### config.mk
export PLATFORM = sky130hd
export DESIGN_NAME = ysyx_22040750_exmem_stage
export DESIGN_NICKNAME = d
export VERILOG_FILES = /design/src/rtl/ysyx_22040750_exmem_stage.sv
export SDC_FILE = /design/constraint.sdc
export NUM_CORES = 1
export LEC_CHECK = 0
export CORE_AREA = 2 2 254 256
export DETAILED_ROUTE_END_ITERATION = 7
export DIE_AREA = 0 0 256 258
export MAX_ROUTING_LAYER = met4
export PLACE_DENSITY = 0.47
export SLEW_MARGIN = 20
export SYNTH_ARGS = -nofsm -noshare
export SYNTH_HDL_FRONTEND = slang
export SYNTH_SLANG_ARGS = --single-unit
### constraint.sdc
create_clock -name I_sys_clk -period 23 [get_ports I_sys_clk]
set_input_delay 4.6 -clock I_sys_clk [delete_from_list [all_inputs] [get_ports I_sys_clk]]
set_output_delay 4.6 -clock I_sys_clk [all_outputs]
set_load 0.05 [all_outputs]
### src/rtl/ysyx_22040750_exmem_stage.sv
// ysyx_22040750_exmem_stage: EX/MEM pipeline register with store lane alignment and forwarding.
// Define YSYX_22040750_EXMEM_SKID_EN to add a skid entry and register-only O_EX_MEM_ready.
module ysyx_22040750_exmem_stage #(
    parameter int XLEN = 64
) (
    input  logic            I_sys_clk,
    input  logic            I_rst,
    input  logic            I_ex_valid,
    input  logic            I_result_valid,
    input  logic [XLEN-1:0] I_result,
    input  logic [XLEN-1:0] I_csr_wdata,
    input  logic [XLEN-1:0] I_rs2_data,
    input  logic [4:0]      I_rd,
    input  logic            I_reg_wen,
    input  logic            I_mem_ren,
    input  logic            I_mem_wen,
    input  logic            I_csr_wen,
    input  logic [1:0]      I_mem_size,
    input  logic            I_load_sext,
    input  logic [11:0]     I_csr_addr,
    input  logic [XLEN-1:0] I_pc,
    input  logic            I_flush,
    input  logic            I_MEM_ready,
    output logic            O_EX_MEM_ready,
    output logic            O_mem_valid,
    output logic [XLEN-1:0] O_result,
    output logic [XLEN-1:0] O_csr_wdata,
    output logic [4:0]      O_rd,
    output logic            O_reg_wen,
    output logic            O_mem_ren,
    output logic            O_mem_wen,
    output logic            O_csr_wen,
    output logic [1:0]      O_mem_size,
    output logic            O_load_sext,
    output logic [11:0]     O_csr_addr,
    output logic [XLEN-1:0] O_pc,
    output logic [XLEN-1:0] O_wdata,
    output logic [7:0]      O_wmask,
    output logic            O_misalign,
    output logic            O_fwd_valid,
    output logic [4:0]      O_fwd_rd,
    output logic [XLEN-1:0] O_fwd_data
);
    typedef struct packed {
        logic [XLEN-1:0] result;
        logic [XLEN-1:0] csr_wdata;
        logic [XLEN-1:0] rs2;
        logic [XLEN-1:0] pc;
        logic [4:0]      rd;
        logic            reg_wen;
        logic            mem_ren;
        logic            mem_wen;
        logic            csr_wen;
        logic [1:0]      mem_size;
        logic            load_sext;
        logic [11:0]     csr_addr;
    } entry_t;

    entry_t in_e, head_q, head_d;
    logic   head_v_q, head_v_d;
    logic   in_fire, out_fire;
    logic [7:0] base_mask;
    logic [2:0] low_mask;

    assign in_e = '{result: I_result, csr_wdata: I_csr_wdata, rs2: I_rs2_data, pc: I_pc,
                    rd: I_rd, reg_wen: I_reg_wen, mem_ren: I_mem_ren, mem_wen: I_mem_wen,
                    csr_wen: I_csr_wen, mem_size: I_mem_size, load_sext: I_load_sext,
                    csr_addr: I_csr_addr};

    assign in_fire  = I_ex_valid & I_result_valid & O_EX_MEM_ready;
    assign out_fire = head_v_q & I_MEM_ready;

`ifdef YSYX_22040750_EXMEM_SKID_EN
    entry_t skid_q, skid_d;
    logic   skid_v_q, skid_v_d;

    // Ready depends only on the skid register, so the EX side never sees I_MEM_ready.
    assign O_EX_MEM_ready = !skid_v_q;

    always_comb begin
        head_d   = head_q;
        head_v_d = head_v_q;
        skid_d   = skid_q;
        skid_v_d = skid_v_q;
        if (out_fire)
            head_v_d = 1'b0;
        if (out_fire && skid_v_q) begin
            head_d   = skid_q;
            head_v_d = 1'b1;
            skid_v_d = 1'b0;
        end else if (in_fire && (!head_v_q || out_fire)) begin
            head_d   = in_e;
            head_v_d = 1'b1;
        end else if (in_fire) begin
            skid_d   = in_e;
            skid_v_d = 1'b1;
        end
        if (I_flush) begin
            head_v_d = 1'b0;
            skid_v_d = 1'b0;
        end
    end

    always_ff @(posedge I_sys_clk or posedge I_rst) begin
        if (I_rst) begin
            skid_q   <= '0;
            skid_v_q <= 1'b0;
        end else begin
            skid_q   <= skid_d;
            skid_v_q <= skid_v_d;
        end
    end
`else
    assign O_EX_MEM_ready = !head_v_q | I_MEM_ready;

    always_comb begin
        head_d   = head_q;
        head_v_d = head_v_q;
        if (out_fire)
            head_v_d = 1'b0;
        if (in_fire) begin
            head_d   = in_e;
            head_v_d = 1'b1;
        end
        if (I_flush)
            head_v_d = 1'b0;
    end
`endif

    always_ff @(posedge I_sys_clk or posedge I_rst) begin
        if (I_rst) begin
            head_q   <= '0;
            head_v_q <= 1'b0;
        end else begin
            head_q   <= head_d;
            head_v_q <= head_v_d;
        end
    end

    assign O_mem_valid = head_v_q;
    assign O_result    = head_q.result;
    assign O_csr_wdata = head_q.csr_wdata;
    assign O_rd        = head_q.rd;
    assign O_reg_wen   = head_q.reg_wen;
    assign O_mem_ren   = head_q.mem_ren;
    assign O_mem_wen   = head_q.mem_wen;
    assign O_csr_wen   = head_q.csr_wen;
    assign O_mem_size  = head_q.mem_size;
    assign O_load_sext = head_q.load_sext;
    assign O_csr_addr  = head_q.csr_addr;
    assign O_pc        = head_q.pc;

    assign base_mask = head_q.mem_size == 2'd0 ? 8'h01 :
                       head_q.mem_size == 2'd1 ? 8'h03 :
                       head_q.mem_size == 2'd2 ? 8'h0F : 8'hFF;
    // Offset bits that must be zero for a naturally aligned access of this size.
    assign low_mask  = {head_q.mem_size == 2'd3, head_q.mem_size[1], |head_q.mem_size};

    assign O_wdata     = head_q.rs2 << {head_q.result[2:0], 3'b000};
    assign O_wmask     = head_q.mem_wen ? base_mask << head_q.result[2:0] : 8'h00;
    assign O_misalign  = head_v_q & (head_q.mem_ren | head_q.mem_wen) & |(head_q.result[2:0] & low_mask);
    assign O_fwd_valid = head_v_q & head_q.reg_wen & !head_q.mem_ren & |head_q.rd;
    assign O_fwd_rd    = head_q.rd;
    assign O_fwd_data  = head_q.result;
endmodule

==> flow_metrics.tcl, run 1 <==
set metrics [dict create \
    avgSynthCellArea_um2 13.4 \
    num-fill-cells 6296 \
    cts_setup_buffers 0 \
    critPathTopFamily "buffers and inverters" \
    grt_overflow 0 \
    synth_edf_count 0 \
    io_buffers 646 \
    drive_gt1_share_pct 23.4 \
    grt_pass1_vias 10700 \
    start_util_pct 24.2 \
    setup.worst_path.end_class "output port" \
    setup-violations-final 0 \
    yosys_most_used_dff "dfrtp_1" \
    placed_area_um2 20500 \
    crit_arrival_ns 6.09 \
    power_density_nw_per_um2 102 \
    start_kind "input pin" \
    clk_latency_ns 0.54 \
    slowest_stage "clkdlybuf4s50_1" \
    cp_max_fo 3 \
    nets 1790 \
    post_cts_resized 0 \
    tightest_slew_ns 0.956 \
    critPathKind "in2out" \
    die_w_um 256 \
    slew_headroom_pct 36.3 \
    ctsLongestPathBuffers 3 \
    postCtsHoldBufs 0 \
    min-delay-start "O_pc[57]" \
    drtIter0Drc 368 \
    drc 0 \
    grt_max_degree 135 \
    final_common_cell "clkdlybuf4s50_1" \
    path_cells "clkdlybuf4s50_1 -> nand2b_1 -> clkdlybuf4s50_1" \
    p_leak_nw 9.01 \
    area_delta_synth_final_pct 41.1 \
    synth_area_um2 15400 \
    layout_common_cells "clkdlybuf4s50_1 (646), dfrtp_1 (278), mux2_4 (200), mux2_2 (80), mux2i_1 (64)" \
    syn_inst 1151 \
    status "finished clean" \
    r2r_start "O_mem_valid" \
    synth_cell_types 33 \
    synth_area_leader_cell "dfrtp_1" \
    via_count 9803 \
    synth-seq-cells 281 \
    drv_cap 0 \
    ir_drop_mv 0.0558 \
    hold_viol_final 0 \
    fmax_ghz 0.0935 \
    grt_pass1_wl_um 73300 \
    die_area_um2 66000 \
    setup_tns_ns 0 \
    syn-num-nets 1437 \
    vias_per_cell 4.10 \
    critPathBufInv 2 \
    stdcell_area_um2 21700 \
    core-area_um2 63600 \
    clkSlewWorstSetupHoldPaths_ns 0.06 \
    min_period_ns 10.69 \
    ys_warn_count 0 \
    cp_common_cell "clkdlybuf4s50_1" \
    cts_root_buf "clkbuf_16" \
    h-tree-depth 2 \
    pin_count 647 \
    multi_input_area_um2 5810 \
    drv_slew 0 \
    clock_skew_ns 0.00866 \
    synth_area_leaders "dfrtp_1 (46%), mux2_4 (19%), buf_4 (14%)" \
    row_count 93 \
    wl_um 50200 \
    cts_sinks 281 \
    required_ns 18.40 \
    track_usage_pct 15.1 \
    regArea_um2 7040 \
    async_flop_share_pct 100 \
    fin_crit_sh_pct 46.5 \
    gp_congestion 0.799 \
    antenna_found_initial 4 \
    cts_tree "done" \
    cp-startpoint "I_MEM_ready" \
    synth_top_area_share_pct 45.6 \
    cp_slowest_stage_delay_ns 0.82 \
    hpwl_um 37000 \
    rsz0062_at_grt "no" \
    numCtsBuffers 37 \
    antenna_left 0 \
    wl_per_cell_um 21.0 \
    hold_class "reg2reg" \
    drtPass1Iterations 6 \
    yosysSeqAreaShare_pct 45.6 \
    die_h_um 258 \
]
metrics by stage:
step | hold slack (ns) | cells | total power, W | setup WS (ns) | util [%]
final | 0.503 | 2390 | 0.00222 | 12.31 | 34.1
after global routing | 0.516 | 2390 | 0.00232 | 12.26 | 34.1
after CTS | 0.507 | 2385 | 0.00226 | 12.30 | 34.1
after detailed placement | 0.493 | 2319 | 0.00165 | 12.30 | 32.2
after global placement | 0.491 | 2319 | 0.00165 | 12.29 | 32.2
after floorplan | 0.481 | 1151 | 0.00141 | 10.65 | -
logic make-up (layout without fill, tap and decap cells):
| kind of cell | after synthesis | after routing | synth area share (%) |
|---|---|---|---|
| AO/OA/AOI/OAI | 90 | 90 | 4.10 |
| AND/OR/NAND/NOR | 82 | 82 | 2.80 |
| flip-flops | 281 | 281 | 45.6 |
| other | 0 | 4 | 0 |
| buffers and inverters | 346 | 726 | 16.7 |
| multiplexers | 352 | 352 | 30.7 |
Yosys cell counts, types with 8 or more instances:
cell       count
nor2b_1       18
clkbuf_1      13
mux2i_1       64
a211oi_1      12
mux2_2        80
a221oi_1       8
buf_6         24
buf_2         24
dfrtp_1      281
and2_1         8
o21a_1        10
o22a_1         9
buf_4        281
o221ai_1       8
o21ai_0       29
mux2_4       200
nand3b_1       8
nor2_1        22
a2bb2oi_1      8
nand2_1       13
power breakdown:
part | leakage, nW | switching, W | internal [W]
Clock | 0.587 | 0.000230 | 0.000353
Sequential | 3.30 | 0.0000835 | 0.000576
Combinational | 5.13 | 0.000597 | 0.000383
sequential cells by signal, summed over array words and instances, names as in the netlist:
signal / count
O_csr_wdata: 64
O_fwd_data: 64
O_pc: 64
head_q: 64
O_csr_addr: 12
O_fwd_rd: 5
O_mem_size: 2
O_csr_wen: 1
O_load_sext: 1
O_mem_ren: 1
O_mem_valid: 1
O_mem_wen: 1
O_reg_wen: 1
final timing paths:
kind	depth (start not counted)	slack, ns	to
setup / recovery	3	12.31	O_EX_MEM_ready
hold / removal	1	0.50	O_pc[57]
setup reg to reg	5	19.70	O_pc[31]
hold reg to reg	1	0.50	O_pc[57]
max in group asynchronous	3	17.08	O_fwd_data[0]
min in group asynchronous	2	4.54	O_fwd_data[61]
area by class of cell:
class / instances / area share (%)
antenna: 4 / 0.0461
clock buffer: 57 / 5.08
clock inverter: 9 / 0.478
inverter: 1 / 0.0518
multi-input combinational: 524 / 26.7
sequential: 281 / 32.4
tap: 855 / 4.92
timing repair buffer: 659 / 30.3
routing by layer:
layer	global-route usage (%)	wire length, µm	up-vias
li1	-	-	4432
met1	18.0	20800	4955
met2	25.0	25000	349
met3	4.07	3260	67
met4	4.50	1140	0
met5	-	0	-
worst reg2reg max path, stage by stage (launching register included):
cell and delay, ns:
dfrtp_1 0.44, nand2b_1 0.15, nor2b_4 0.40, buf_4 0.78, buf_4 0.91, mux2_2 0.49
(Power assumes the default switching activity.)
==> run 2: changes to the inputs <==
Settings changed: CORE_AREA 2 2 254 256 to 2 2 255 257, DIE_AREA 0 0 256 258 to 0 0 257 259, PLACE_DENSITY 0.47 to 0.46.
Clock period 23 ns to 10.45 ns, I/O delays scaled along.
==> run 2 against run 1 <==
Net effect: clock-buffer cell count is 3 lower; global-route usage is 0.10 points lower; largest cell class unchanged; cell area is 0.14% lower; worst hold slack worse by 0.0011 ns; cell count hardly changed; largest power group unchanged; non-clock buffer count is 2 lower; setup slack worse by 7.8 ns; sequential power is 120% higher; sequential cell count stayed put; clock power is 120% higher; critical path type is now reg2out; power is 120% higher; first-iteration DRC count is 7.3% higher.
==> flow_metrics.tcl, run 2 (synthesized netlist as in run 1, its figures left out) <==
set metrics [dict create \
    status "finished clean" \
    die_w_um 257 \
    num-fill-cells 6251 \
    postCtsHoldBufs 0 \
    slowest_stage "dfrtp_4" \
    total_power_w 0.00488 \
    tightest_slew_ns 1.08 \
    pwr-share-comb_pct 44.1 \
    cts_root_buf "clkbuf_16" \
    pin_count 647 \
    layout_common_cells "clkdlybuf4s50_1 (646), dfrtp_1 (278), mux2_4 (200), mux2_2 (80), mux2i_1 (64)" \
    regArea_um2 7040 \
    row_count 93 \
    wl_per_cell_um 21.1 \
    multi_input_area_um2 5810 \
    pwr-share-seq_pct 29.9 \
    core-area_um2 63900 \
    fmax_ghz 0.169 \
    drtPass1Iterations 4 \
    power_density_nw_per_um2 225 \
    drc 0 \
    hpwl_um 37900 \
    ir_drop_mv 0.129 \
    numCtsBuffers 37 \
    critPathKind "reg2out" \
    path_cells "nor2b_1 -> a2bb2oi_1 -> a221oi_1 -> clkdlybuf4s50_1" \
    area_delta_synth_final_pct 40.9 \
    drv_slew 0 \
    antenna_left 0 \
    reg2reg_slack_ns 7.57 \
    clkSlewWorstSetupHoldPaths_ns 0.05 \
    power.switching_w 0.00201 \
    cts_tree "done" \
    io_buffers 646 \
    antenna_found_initial 9 \
    p_clk_share_pct 26.0 \
    grt_pass1_wl_um 72900 \
    postLayoutCoreUtil_pct 34.0 \
    cts_setup_buffers 0 \
    min_period_ns 5.90 \
    h-tree-depth 2 \
    track_usage_pct 15.0 \
    setup.worst_path.end_class "output port" \
    post_cts_resized 0 \
    gp_congestion 0.815 \
    die_area_um2 66600 \
    final_common_cell "clkdlybuf4s50_1" \
    hold_viol_final 0 \
    ctsLongestPathBuffers 3 \
    rsz0062_at_grt "no" \
    cp_max_fo 57 \
    clk_latency_ns 0.54 \
    slew_headroom_pct 27.8 \
    grt_pass1_vias 10500 \
    wl_um 50400 \
    stdcell_area_um2 21700 \
    p_int_w 0.00287 \
    required_ns 8.36 \
    drtIter0Drc 395 \
    crit_arrival_ns 3.81 \
    grt_max_degree 111 \
    switching_share_pct 41.2 \
    clock_skew_ns 0.00746 \
    grt_overflow 0 \
    hold_class "reg2reg" \
    drv_cap 0 \
    vias_per_cell 4.09 \
    p_leak_nw 9.01 \
    placed_area_um2 20500 \
    setup_tns_ns 0 \
    cts_sinks 281 \
    drive_gt1_share_pct 23.5 \
    nets 1788 \
    setup-violations-final 0 \
    start_util_pct 24.1 \
    via_count 9775 \
    die_h_um 259 \
    cp_slowest_stage_delay_ns 0.90 \
    start_kind "flip-flop" \
    fin_crit_sh_pct 56.5 \
]
-- run 2: through the flow --
step / hold slack, ns / cells / worst slack, ns
6_report: 0.502 / 2388 / 4.55
5_1_grt: 0.523 / 2388 / 4.35
4_1_cts: 0.506 / 2381 / 4.57
3_5_place_dp: 0.492 / 2318 / 4.82
3_3_place_gp: 0.490 / 2318 / 4.80
2_1_floorplan: 0.481 / 1151 / 0.609
-- run 2: critical path: cells and delay by family, from the launching register on --
family / cells / cell delay, ns
simple gates: 1 / 0.78
flops: 1 / 0.90
buf+inv: 1 / 0.89
compound gates: 2 / 0.65
-- run 2: path summary, 6_finish.rpt --
path                       cells past startpoint          start       endpoint
setup / recovery                               4  O_fwd_data[0]    O_wdata[52]
min in group asynchronous                      2          I_rst       O_pc[60]
max in group asynchronous                      3          I_rst  O_fwd_data[0]
setup reg to reg                               5    O_mem_valid       O_pc[55]
hold reg to reg                                1       O_pc[58]       O_pc[58]
hold / removal                                 1       O_pc[58]       O_pc[58]
-- run 2: final cells by class --
| class | count | share of cell area [%] |
|---|---|---|
| Sequential cell | 281 | 32.4 |
| Timing Repair Buffer | 657 | 30.3 |
| Multi-Input combinational cell | 524 | 26.8 |
| Clock buffer | 54 | 5.12 |
| Tap cell | 855 | 4.93 |
| Clock inverter | 9 | 0.375 |
| Antenna cell | 7 | 0.0807 |
| Inverter | 1 | 0.0519 |
-- run 2: power by group through the flow --
stage / Sequential (W) / Clock, W / Combinational [W]
finish: 0.00146 / 0.00127 / 0.00215
global placement: 0.00147 / 0 / 0.00216
detailed placement: 0.00148 / 0 / 0.00216
global route: 0.00149 / 0.00137 / 0.00223
CTS: 0.00146 / 0.00132 / 0.00217
floorplan: 0.00139 / 0 / 0.00171
-- run 2: metal layers --
metal / track usage, % / routed length [µm] / vias up
met4: 4.01 / 975 / 0
met5: - / 0 / -
met2: 25.0 / 25400 / 338
met3: 4.20 / 3510 / 55
met1: 17.8 / 20500 / 4939
li1: - / - / 4443
==> run 3: changes to the inputs <==
Settings changed: PLACE_DENSITY 0.46 to 0.48.
Clock period 10.45 ns to 4.85 ns, I/O delays scaled along.
==> run 3 against run 2 <==
Net effect: clock skew rose by 0.0032 ns; combinational power rose by 120%; highest routed layer unchanged; largest cell class unchanged; die area did not move; non-clock buffer count rose by 13; via count rose by 1.0%; critical path depth rose by 1; register-to-register slack got worse by 5.0 ns.
==> flow_metrics.tcl, run 3 (synthesized netlist as in run 1, its figures left out) <==
set metrics [dict create \
    status "finished clean" \
    vias_per_cell 4.12 \
    tightest_slew_ns 0.938 \
    cts_setup_buffers 0 \
    fmax_ghz 0.223 \
    final_common_cell "clkdlybuf4s50_1" \
    cp_slowest_stage_delay_ns 0.91 \
    path_cells "nand2b_1 -> buf_4 -> a211oi_1 -> a221oi_1 -> clkdlybuf4s50_1" \
    drtIter0Drc 326 \
    drtPass1Iterations 5 \
    required_ns 3.88 \
    rsz0062_at_grt "no" \
    hpwl_um 38900 \
    track_usage_pct 15.3 \
    h-tree-depth 2 \
    die_area_um2 66600 \
    setup-violations-final 0 \
    clkSlewWorstSetupHoldPaths_ns 0.06 \
    total_power_w 0.0105 \
    cts_root_buf "clkbuf_16" \
    cts_sinks 281 \
    gp_congestion 0.846 \
    core-area_um2 63900 \
    nets 1801 \
    drc 0 \
    regArea_um2 7040 \
    area_delta_synth_final_pct 42.0 \
    hold_class "reg2reg" \
    grt_overflow 0 \
    hold_viol_final 0 \
    slew_headroom_pct 37.2 \
    antenna_left 0 \
    wl_per_cell_um 21.3 \
    start_util_pct 24.1 \
    drv_cap 0 \
    grt_pass1_vias 10800 \
    row_count 93 \
    wl_um 51000 \
    io_buffers 646 \
    ir_drop_mv 0.267 \
    critPathKind "reg2out" \
    grt_pass1_wl_um 74300 \
    die_h_um 259 \
    start_kind "flip-flop" \
    post_cts_resized 0 \
    power_density_nw_per_um2 482 \
    holdPathStages 1 \
    clk_latency_ns 0.53 \
    drv_slew 0 \
    cp_max_fo 26 \
    r2r_cells 5 \
    cts_tree "done" \
    holdWs_ns 0.502 \
    clock_skew_ns 0.0107 \
    ctsLongestPathBuffers 3 \
    num-fill-cells 6213 \
    setup_tns_ns 0 \
    min_period_ns 4.49 \
    crit_arrival_ns 3.52 \
    setup.worst_path.end_class "output port" \
    drive_gt1_share_pct 24.2 \
    p_leak_nw 9.09 \
    layout_common_cells "clkdlybuf4s50_1 (646), dfrtp_1 (278), mux2_4 (200), mux2_2 (80), mux2i_1 (64)" \
    numCtsBuffers 37 \
    die_w_um 257 \
    slowest_stage "clkdlybuf4s50_1" \
    postCtsHoldBufs 0 \
    pin_count 647 \
    fin_crit_sh_pct 92.6 \
    via_count 9876 \
    multi_input_area_um2 5810 \
    antenna_found_initial 5 \
    grt_max_degree 99 \
]
-- run 3: cell count changes in the layout (fill, tap and decap cells not counted), moves of 2 or more --
cell / change
bufinv_16: +3
clkbuf_8: -5
clkinvlp_4: +2
buf_4: +8
diode_2: -3
clkinv_2: +3
clkbuf_16: -2
buf_6: -2
buf_12: +7
-- run 3: final cells by class --
type | count | area share, %
Sequential cell | 281 | 32.2
Timing Repair Buffer | 670 | 30.8
Multi-Input combinational cell | 524 | 26.6
Tap cell | 855 | 4.89
Clock buffer | 46 | 4.53
Clock inverter | 17 | 0.927
Antenna cell | 4 | 0.0458
Inverter | 1 | 0.0343
-- run 3: metrics by stage --
step / instance area (µm²) / cells / utilization (%) / setup WS [ns]
2_1_floorplan: 15400 / 1151 / - / 0.159
4_1_cts: 21900 / 2394 / 34.2 / 0.284
5_1_grt: 21900 / 2398 / 34.2 / 0.173
3_3_place_gp: 20700 / 2331 / 32.4 / 0.913
6_report: 21900 / 2398 / 34.2 / 0.358
3_5_place_dp: 20700 / 2331 / 32.4 / 0.925
-- run 3: routing by layer --
layer	part of all wire (%)	up-vias	track usage, %
li1	-	4459	-
met1	41	4998	18.0
met2	51	353	25.9
met3	6.0	66	3.89
met4	1.9	0	4.01
met5	0	-	-
-- run 3: worst max-delay path, delay by kind of cell, from the launching register on --
| kind | cells | cell delay [ns] |
|---|---|---|
| buf+inv | 2 | 1.19 |
| simple gates | 1 | 0.67 |
| flops | 1 | 0.64 |
| compound gates | 2 | 0.49 |
-- run 3: path summary, 6_finish.rpt --
check                      slack (ns)       endpoint     startpoint
setup / recovery                 0.36    O_wdata[55]  O_fwd_data[2]
hold / removal                   0.50       O_pc[54]       O_pc[54]
setup reg to reg                 2.57    head_q[148]    O_mem_valid
hold reg to reg                  0.50       O_pc[54]       O_pc[54]
max in group asynchronous        3.06    head_q[150]          I_rst
min in group asynchronous        0.82  O_csr_addr[3]          I_rst
-- run 3: power breakdown --
group	internal [W]	switching [W]
clock	0.00166	0.00109
sequential	0.00273	0.000394
combinational	0.00182	0.00285
